File: src/rtl/cmd_frame_parser.sv
// Command frame parser: splits a host word stream into a header handshake,
// a pass-through payload stream and a per-frame completion report.
module cmd_frame_parser #(
  parameter int unsigned host_width     = 16,
  parameter int unsigned num_slots      = 4,
  parameter int unsigned timeout_cycles = 1024
) (
  input  logic                  clk_host,
  input  logic                  reset,
  input  logic                  in_valid,
  output logic                  in_ready,
  input  logic [host_width-1:0] in_data,
  output logic                  hdr_valid,
  input  logic                  hdr_ready,
  output logic [num_slots-1:0]  hdr_dest_mask,
  output logic [7:0]            hdr_command,
  output logic [23:0]           hdr_length,
  output logic                  data_valid,
  input  logic                  data_ready,
  output logic [host_width-1:0] data_out,
  output logic                  data_last,
  output logic                  done_valid,
  output logic                  done_csum_err,
  output logic                  done_timeout,
  output logic                  done_bad_dest,
  output logic [15:0]           frame_count,
  output logic [15:0]           error_count
);

  localparam int unsigned TMO_W = $clog2(timeout_cycles + 1);

  localparam logic [2:0] IDLE    = 3'd0;
  localparam logic [2:0] CMD     = 3'd1;
  localparam logic [2:0] LEN_HI  = 3'd2;
  localparam logic [2:0] LEN_LO  = 3'd3;
  localparam logic [2:0] HDR     = 3'd4;
  localparam logic [2:0] DATA    = 3'd5;
  localparam logic [2:0] CSUM_HI = 3'd6;
  localparam logic [2:0] CSUM_LO = 3'd7;

  logic [2:0]           state_q, state_d;
  logic [num_slots-1:0] mask_q, mask_d;
  logic                 bad_q, bad_d;
  logic [7:0]           cmd_q, cmd_d;
  logic [23:0]          len_q, len_d;
  logic [23:0]          rem_q, rem_d;
  logic [31:0]          csum_q, csum_d;
  logic [15:0]          csum_hi_q, csum_hi_d;
  logic [TMO_W-1:0]     tmo_q, tmo_d;
  logic                 done_valid_q, done_valid_d;
  logic                 done_csum_err_q, done_csum_err_d;
  logic                 done_timeout_q, done_timeout_d;
  logic                 done_bad_dest_q, done_bad_dest_d;
  logic [15:0]          frame_count_q, frame_count_d;
  logic [15:0]          error_count_q, error_count_d;
  logic                 accept;

  // A discarded (bad-dest) payload is drained at full rate regardless of data_ready.
  always_comb begin
    in_ready = 1'b1;
    if (state_q == HDR) in_ready = 1'b0;
    else if (state_q == DATA && !bad_q) in_ready = data_ready;
  end

  assign accept        = in_valid && in_ready;
  assign hdr_valid     = (state_q == HDR);
  assign hdr_dest_mask = mask_q;
  assign hdr_command   = cmd_q;
  assign hdr_length    = len_q;
  assign data_valid    = (state_q == DATA) && !bad_q && in_valid;
  assign data_out      = in_data;
  assign data_last     = (state_q == DATA) && !bad_q && (rem_q == 24'd1);
  assign done_valid    = done_valid_q;
  assign done_csum_err = done_csum_err_q;
  assign done_timeout  = done_timeout_q;
  assign done_bad_dest = done_bad_dest_q;
  assign frame_count   = frame_count_q;
  assign error_count   = error_count_q;

  always_comb begin
    state_d         = state_q;
    mask_d          = mask_q;
    bad_d           = bad_q;
    cmd_d           = cmd_q;
    len_d           = len_q;
    rem_d           = rem_q;
    csum_d          = csum_q;
    csum_hi_d       = csum_hi_q;
    tmo_d           = tmo_q;
    done_valid_d    = 1'b0;
    done_csum_err_d = 1'b0;
    done_timeout_d  = 1'b0;
    done_bad_dest_d = 1'b0;
    frame_count_d   = frame_count_q;
    error_count_d   = error_count_q;

    case (state_q)
      IDLE: begin
        csum_d = '0;
        tmo_d  = '0;
        if (accept) begin
          mask_d = '0;
          bad_d  = 1'b0;
          if (in_data[7:0] == 8'hFF) mask_d = '1;
          else if (32'(in_data[7:0]) < num_slots) mask_d = num_slots'(1) << in_data[7:0];
          else bad_d = 1'b1;
          state_d = CMD;
        end
      end
      CMD: if (accept) begin
        cmd_d   = in_data[7:0];
        state_d = LEN_HI;
      end
      LEN_HI: if (accept) begin
        len_d[23:16] = in_data[7:0];
        state_d      = LEN_LO;
      end
      LEN_LO: if (accept) begin
        len_d[15:0] = in_data[15:0];
        rem_d       = {len_q[23:16], in_data[15:0]};
        if (!bad_q) state_d = HDR;
        else if ({len_q[23:16], in_data[15:0]} == 24'd0) state_d = CSUM_HI;
        else state_d = DATA;
      end
      HDR: if (hdr_ready) state_d = (len_q == 24'd0) ? CSUM_HI : DATA;
      DATA: if (accept) begin
        csum_d = csum_q + 32'(in_data[15:0]);
        rem_d  = rem_q - 24'd1;
        if (rem_q == 24'd1) state_d = CSUM_HI;
      end
      CSUM_HI: if (accept) begin
        csum_hi_d = in_data[15:0];
        state_d   = CSUM_LO;
      end
      default: if (accept) begin
        done_valid_d    = 1'b1;
        done_csum_err_d = ({csum_hi_q, in_data[15:0]} != csum_q);
        done_bad_dest_d = bad_q;
        state_d         = IDLE;
      end
    endcase

    // Input-starvation watchdog; overrides the word FSM when it fires.
    if (accept) tmo_d = '0;
    else if (in_ready && !in_valid && state_q != IDLE) begin
      if (32'(tmo_q) + 32'd1 >= timeout_cycles) begin
        tmo_d           = '0;
        state_d         = IDLE;
        done_valid_d    = 1'b1;
        done_timeout_d  = 1'b1;
        done_csum_err_d = 1'b0;
        done_bad_dest_d = 1'b0;
      end else begin
        tmo_d = tmo_q + 1'b1;
      end
    end

    if (done_valid_d) begin
      if (frame_count_q != 16'hFFFF) frame_count_d = frame_count_q + 16'd1;
      if ((done_csum_err_d || done_timeout_d || done_bad_dest_d) && error_count_q != 16'hFFFF)
        error_count_d = error_count_q + 16'd1;
    end
  end

  always_ff @(posedge clk_host) begin
    if (reset) begin
      state_q         <= IDLE;
      mask_q          <= '0;
      bad_q           <= 1'b0;
      cmd_q           <= '0;
      len_q           <= '0;
      rem_q           <= '0;
      csum_q          <= '0;
      csum_hi_q       <= '0;
      tmo_q           <= '0;
      done_valid_q    <= 1'b0;
      done_csum_err_q <= 1'b0;
      done_timeout_q  <= 1'b0;
      done_bad_dest_q <= 1'b0;
      frame_count_q   <= '0;
      error_count_q   <= '0;
    end else begin
      state_q         <= state_d;
      mask_q          <= mask_d;
      bad_q           <= bad_d;
      cmd_q           <= cmd_d;
      len_q           <= len_d;
      rem_q           <= rem_d;
      csum_q          <= csum_d;
      csum_hi_q       <= csum_hi_d;
      tmo_q           <= tmo_d;
      done_valid_q    <= done_valid_d;
      done_csum_err_q <= done_csum_err_d;
      done_timeout_q  <= done_timeout_d;
      done_bad_dest_q <= done_bad_dest_d;
      frame_count_q   <= frame_count_d;
      error_count_q   <= error_count_d;
    end
  end

endmodule

File: config.mk
export PLATFORM = sky130hd
export DESIGN_NAME = cmd_frame_parser
export DESIGN_NICKNAME = d
export VERILOG_FILES = /design/src/rtl/cmd_frame_parser.sv
export SDC_FILE = /design/constraint.sdc
export NUM_CORES = 1
export LEC_CHECK = 0
export CAP_MARGIN = 0
export CORE_MARGIN = 2
export CORE_UTILIZATION = 50
export CTS_CLUSTER_SIZE = 16
export DETAILED_ROUTE_END_ITERATION = 12
export MAX_ROUTING_LAYER = met4
export PLACE_DENSITY = 0.86
export SYNTH_ARGS = -nofsm -noshare
export SYNTH_HDL_FRONTEND = slang
export SYNTH_SLANG_ARGS = --single-unit
export TNS_END_PERCENT = 30
File: constraint.sdc
create_clock -name clk_host -period 2.6 [get_ports clk_host]
set_input_delay 0.52 -clock clk_host [delete_from_list [all_inputs] [get_ports clk_host]]
set_output_delay 0.52 -clock clk_host [all_outputs]
set_load 0.02 [all_outputs]
## After elaboration in Yosys (flattened, before gate mapping)

Cells that the tools add are included.

| cells by class | value |
|---|---|
| add/sub/neg operators | 6 |
| $lt $le $gt $ge | 2 |
| equal/unequal tests | 13 |
| shifts and indexed selects | 1 |
| mux-type cells | 48 |
| reduce and logical (&&, ||, !) cells | 29 |

Operators by type and width:

| operator | count |
|---|---|
| 32-bit case mux with 2 select lines | 1 |
| 24-bit zero test | 2 |
| 24-bit 2-to-1 mux | 2 |
| 24-bit case mux with 2 select lines | 1 |
| 3-bit 2-to-1 mux | 12 |
| 11-bit 2-to-1 mux | 3 |
| 16-bit by 1-bit adder with 16-bit output (second input constant) | 2 |
| 32-bit by 16-bit adder with 32-bit output | 1 |
| 32-bit 2-to-1 mux | 1 |
| 16-bit inequality test (second input constant) | 2 |
| 32-bit inequality test | 1 |
| 24-bit by 1-bit equality test with 1-bit output (second input constant) | 1 |
| 24-bit by 1-bit subtractor with 24-bit output (second input constant) | 1 |
| 1-bit 2-to-1 mux | 22 |
| 3-bit case mux with 7 select lines | 1 |
| 2-bit AND reduction | 8 |
| 11-bit by 1-bit adder with 12-bit output (second input constant) | 1 |
| 12-bit by 11-bit >= comparator with 1-bit output (second input constant) | 1 |
| 11-bit by 1-bit adder with 11-bit output (second input constant) | 1 |
| 3-bit equality test (second input constant) | 3 |
| 8-bit equality test (second input constant) | 1 |
| 8-bit by 3-bit less-than comparator with 1-bit output (second input constant) | 1 |
| 4-bit 2-to-1 mux | 2 |
| 1-bit by 8-bit left shift with 4-bit output (first input constant) | 1 |
| 13 further kinds | 27 |

| word-level totals | value |
|---|---|
| bits in registers | 159 |
| output and inout bits | 92 |
| logic and storage cells | 115 |

## Longest topological paths before layout

| depth | value |
|---|---|
| depth after elaboration | 14 |
| gate-level depth with buffers | 10 |

## Worst setup path after synthesis

OpenSTA, ideal clock, no wires.

| path | value |
|---|---|
| path type | reg2out |
| start | register rem_q[10] |
| end | output data_last |
| arrival | 2.155 ns |
| path slack | -0.075 ns |
| stages on the path, launching flop included | 6 |
| path through | dfxtp_1 > or4_1 > nor4_2 > nand4b_1 > or3_1 > nor3_1 |

| on the way | value |
|---|---|
| cells in the longest elaborated chain, start to end | 2 |

Ends and longest elaborated chain:

| item | RTL line | source |
|---|---|---|
| start: declaration | 46 | `logic [23:0] rem_q, rem_d;` |
| start signal: assignment | 188 | `rem_q <= rem_d;` |
| 24-bit by 1-bit equality test with 1-bit output | 72 | `assign data_last = (state_q == DATA) && !bad_q && (rem_q == 24'd1);` |
| 1-bit logical AND | 72 |  |
| end: declaration | 21 | `output logic data_last,` |

No other way between the ends.

## Worst setup path after layout

| path | value |
|---|---|
| start | register rem_q[16] |
| end | output data_last |

Same word-level chain as after synthesis.

==> results.md <==
* Final nets at approximately 1,300
* Worst r2r src: csum_q[0]
* Min Tclk post-route at just under 3000 ps
* Period utilization at 1.12
* CP max FO at 2
* Unrepaired setup endpoints after global routing: true
* Placed Cells at approximately 1,400
* Post-synthesis sequential area ratio at 0.379
* CP startpoint: rem_q[16]
* Clock skew at 8.50 ps
* Clk buf depth at 2
* Worst Reg-to-Reg Cells at 10
* Post-synth EDFFs at 0
* Cell Int Power at about 0.0045 W
* Post-DP HPWL at 18.4 mm
* Final setup fails at 1
* Distinct cell type count after synthesis at 78
* Crit path DAT at 2390 ps
* CTS H-tree lvls at 4
* HP Start: hdr_command[6]
* Slew @ Worst Pin at 715 ps
* Comb power frac at 0.117
* Worst IR Drop VDD at 0.000502 V
* Fmax at 344 MHz
* Aggregate global routing overflow at 0
* Die height at 134 µm
* Async SR Flop Fraction at 0
* Busiest layer in global routing: met2
* Share of total power in the clock network at 0.472
* Syn_nets at roughly 1,100
* Proportion of layout cells with a drive suffix above 1 at 0.176
* Max_slew headroom at 0.521
* Ant diodes at 0
* Max-slew violations at 0
* Vias at ~9,000
* Largest family of logic cells by synthesized area: simple AND/OR/NAND/NOR gates
* Crit-path cells: or4_1, or3_4, or3_4, nor3_2, buf_4
* GPL Wtd Cong at 0.950
* Worst-Skew Late Latency at about 440 ps
* Largest net degree at the start of global routing at 55
* WL final at 27.6 mm
* Initial core utilization at 0.509
* Clk root buf: clkbuf_16
* Post-Synth Adder-Cell Area at 0.0336
* Ys Warns at 0
* Power, Total at about 0.006 W
* Vias per cell at approximately 6.1
* Num rows at 47
* Met1 usage in global routing at 0.356
* Initial antenna violation count at 0
* Violated checks: negative setup slack
* CORE AREA at 16,500 µm²
* Synth Area in Simple Gates at 0.259
* Final Hold Viols at 0
* Die X at approximately 130 µm
* WHS at 463 ps
* Max-cap violations at 0
* Number of buffers created by CTS at 17
* Syn Inst Count at 1,058
* Total GRT Usage at 0.310
* First-pass GRT wire length at 43.4 mm
* DRC at 0
* Mean Syn Cell Area at between 7 and 8 µm²
* Routed WL per cell at about 19 µm
* Final cell count without fillers at 1,480
* IO Port Bufs at roughly 110
* Sw frac at 0.251
* CTS sink cnt at about 160
* Hold-critical path depth at 2
* Slowest CP cell: or4_1
* Synthesized area at 8410 µm²
* Power density cells at 530 nW/µm²
* Vias in the first global route at 8,608
* Register bit total from synthesis at 159
* Crit path kind: flip-flop to output port
* Compound-Gate Fraction of Synth Area at 0.199
* GRT met2 Usage at 0.507
* Worst hold path type: flip-flop to flip-flop
* Area growth, synth to finish at 36.2%
* Ranking of synthesized cells by area: dfxtp_1, nand2_1, a21oi_1
* Status: finished with violations
* Synth cell count leaders: dfxtp_1, nand2_1, nor2_1
* Sw Pwr at 0.00152 W
* Clock slew at reported path FFs at 70 ps
* Met3 Track Usage GR at 0.0795
* Sequential Power Share at 0.411
* WP data required at 2080 ps
* Worst Slack Setup Final at -305 ps
* Ys flop type: dfxtp_1
* Hold_buf cts at 0
* Initial DRT Pass Iterations at 5
* Number of DRC markers in iteration 0 at 844
* CP max stage delay at about 560 ps
* Post-synthesis xor/xnor area fraction at 0.0521
* Startpoint Class: flip-flop
* Crit. End Element: output port
* Die area at about 18,000 µm²
* Leak at 4.36 nW
* Core Util, Final at 0.693
* Crit path top cell by count: or3_4
* Top-count cell post-synth: dfxtp_1
* Mux contribution to synthesized area at 0.0266
* CTS tree: done
* Area share of the leading cell type in the synthesized netlist at 0.379
* Antenna Nets Post-Route at 0
* I/O pin cnt at around 110
* Largest area contributor in the netlist: dfxtp_1
-- sequential cells by signal, indices dropped and copies added (netlist names), 3 cells and up --
signal         count
hdr_dest_mask      4
rem_q             24
csum_q            32
state_q            3
error_count       16
frame_count       16
csum_hi_q         16
tmo_q             11
hdr_length        24
hdr_command        8
-- metrics by stage --
step                      setup slack [ps]  cell area [µm²]  setup TNS, ps
after global placement                -659            10400         -17890
after detailed placement              -784            10400         -21410
after CTS                             -281            11300           -281
final                                 -305            11500           -305
after floorplan                      -59.9             8410          -84.2
after global routing                  -390            11500          -1120
-- cell type report --
type	count	area [µm²]
Timing Repair Buffer	238	2100
Multi-Input combinational cell	809	5140
Sequential cell	159	3180
Clock inverter	14	239
Inverter	23	86.3
Clock buffer	17	425
Tap cell	220	275
Fill cell	1215	5070
-- power groups by stage --
| stage | Clock [W] | Combinational, W | Sequential, W |
|---|---|---|---|
| after floorplan | 0 | 0.000340 | 0.00256 |
| after global placement | 0 | 0.000635 | 0.00255 |
| after detailed placement | 0 | 0.000650 | 0.00255 |
| after CTS | 0.00287 | 0.000679 | 0.00249 |
| after global routing | 0.00297 | 0.000758 | 0.00250 |
| final | 0.00286 | 0.000712 | 0.00249 |
-- metal layers --
metal | vias to the layer above | wire length, µm
met5 | - | 0
met2 | 488 | 13200
li1 | 4156 | -
met3 | 128 | 2460
met4 | 0 | 1360
met1 | 4230 | 10700
-- critical path, delay by kind of cell, from the launching register on --
family        cells  cell delay, ps
simple gates      4            1450
buf+inv           1             170
flops             1             310
-- path summary, 6_finish.rpt --
| kind | slack (ps) | to |
|---|---|---|
| max | -310 | data_last |
| min | 460 | hdr_command[6] |
| max reg2reg | 20 | csum_q[30] |
| min reg2reg | 460 | hdr_command[6] |
-- cell families after synthesis --
kind of cell,count (synthesis)
flops,159
mux,21
buf+inv,90
compound gates,261
xor+xnor,50
simple gates,455
fa+ha+maj,22
-- placed cells by master (no fill, tap or decap), drive strengths merged, types with 21 or more instances in the layout --
master         instances
dfxtp                159
nand2                156
buf                  128
nor2                 114
a21oi                 96
clkdlybuf4s50         93
o21ai                 50
xnor2                 38
nand3                 28
nor3                  26
nor4                  25
inv                   24
nand4                 23
ha                    21
-- timing repair --
item | in CTS | in global routing
endpoints found under the setup margin | 31 | 38
pin swaps | 22 | 9
cloned | 0 | 1
gates resized for setup | 43 | 30
setup buffers | 2 | 0
Power figures use the tool's default switching activity.
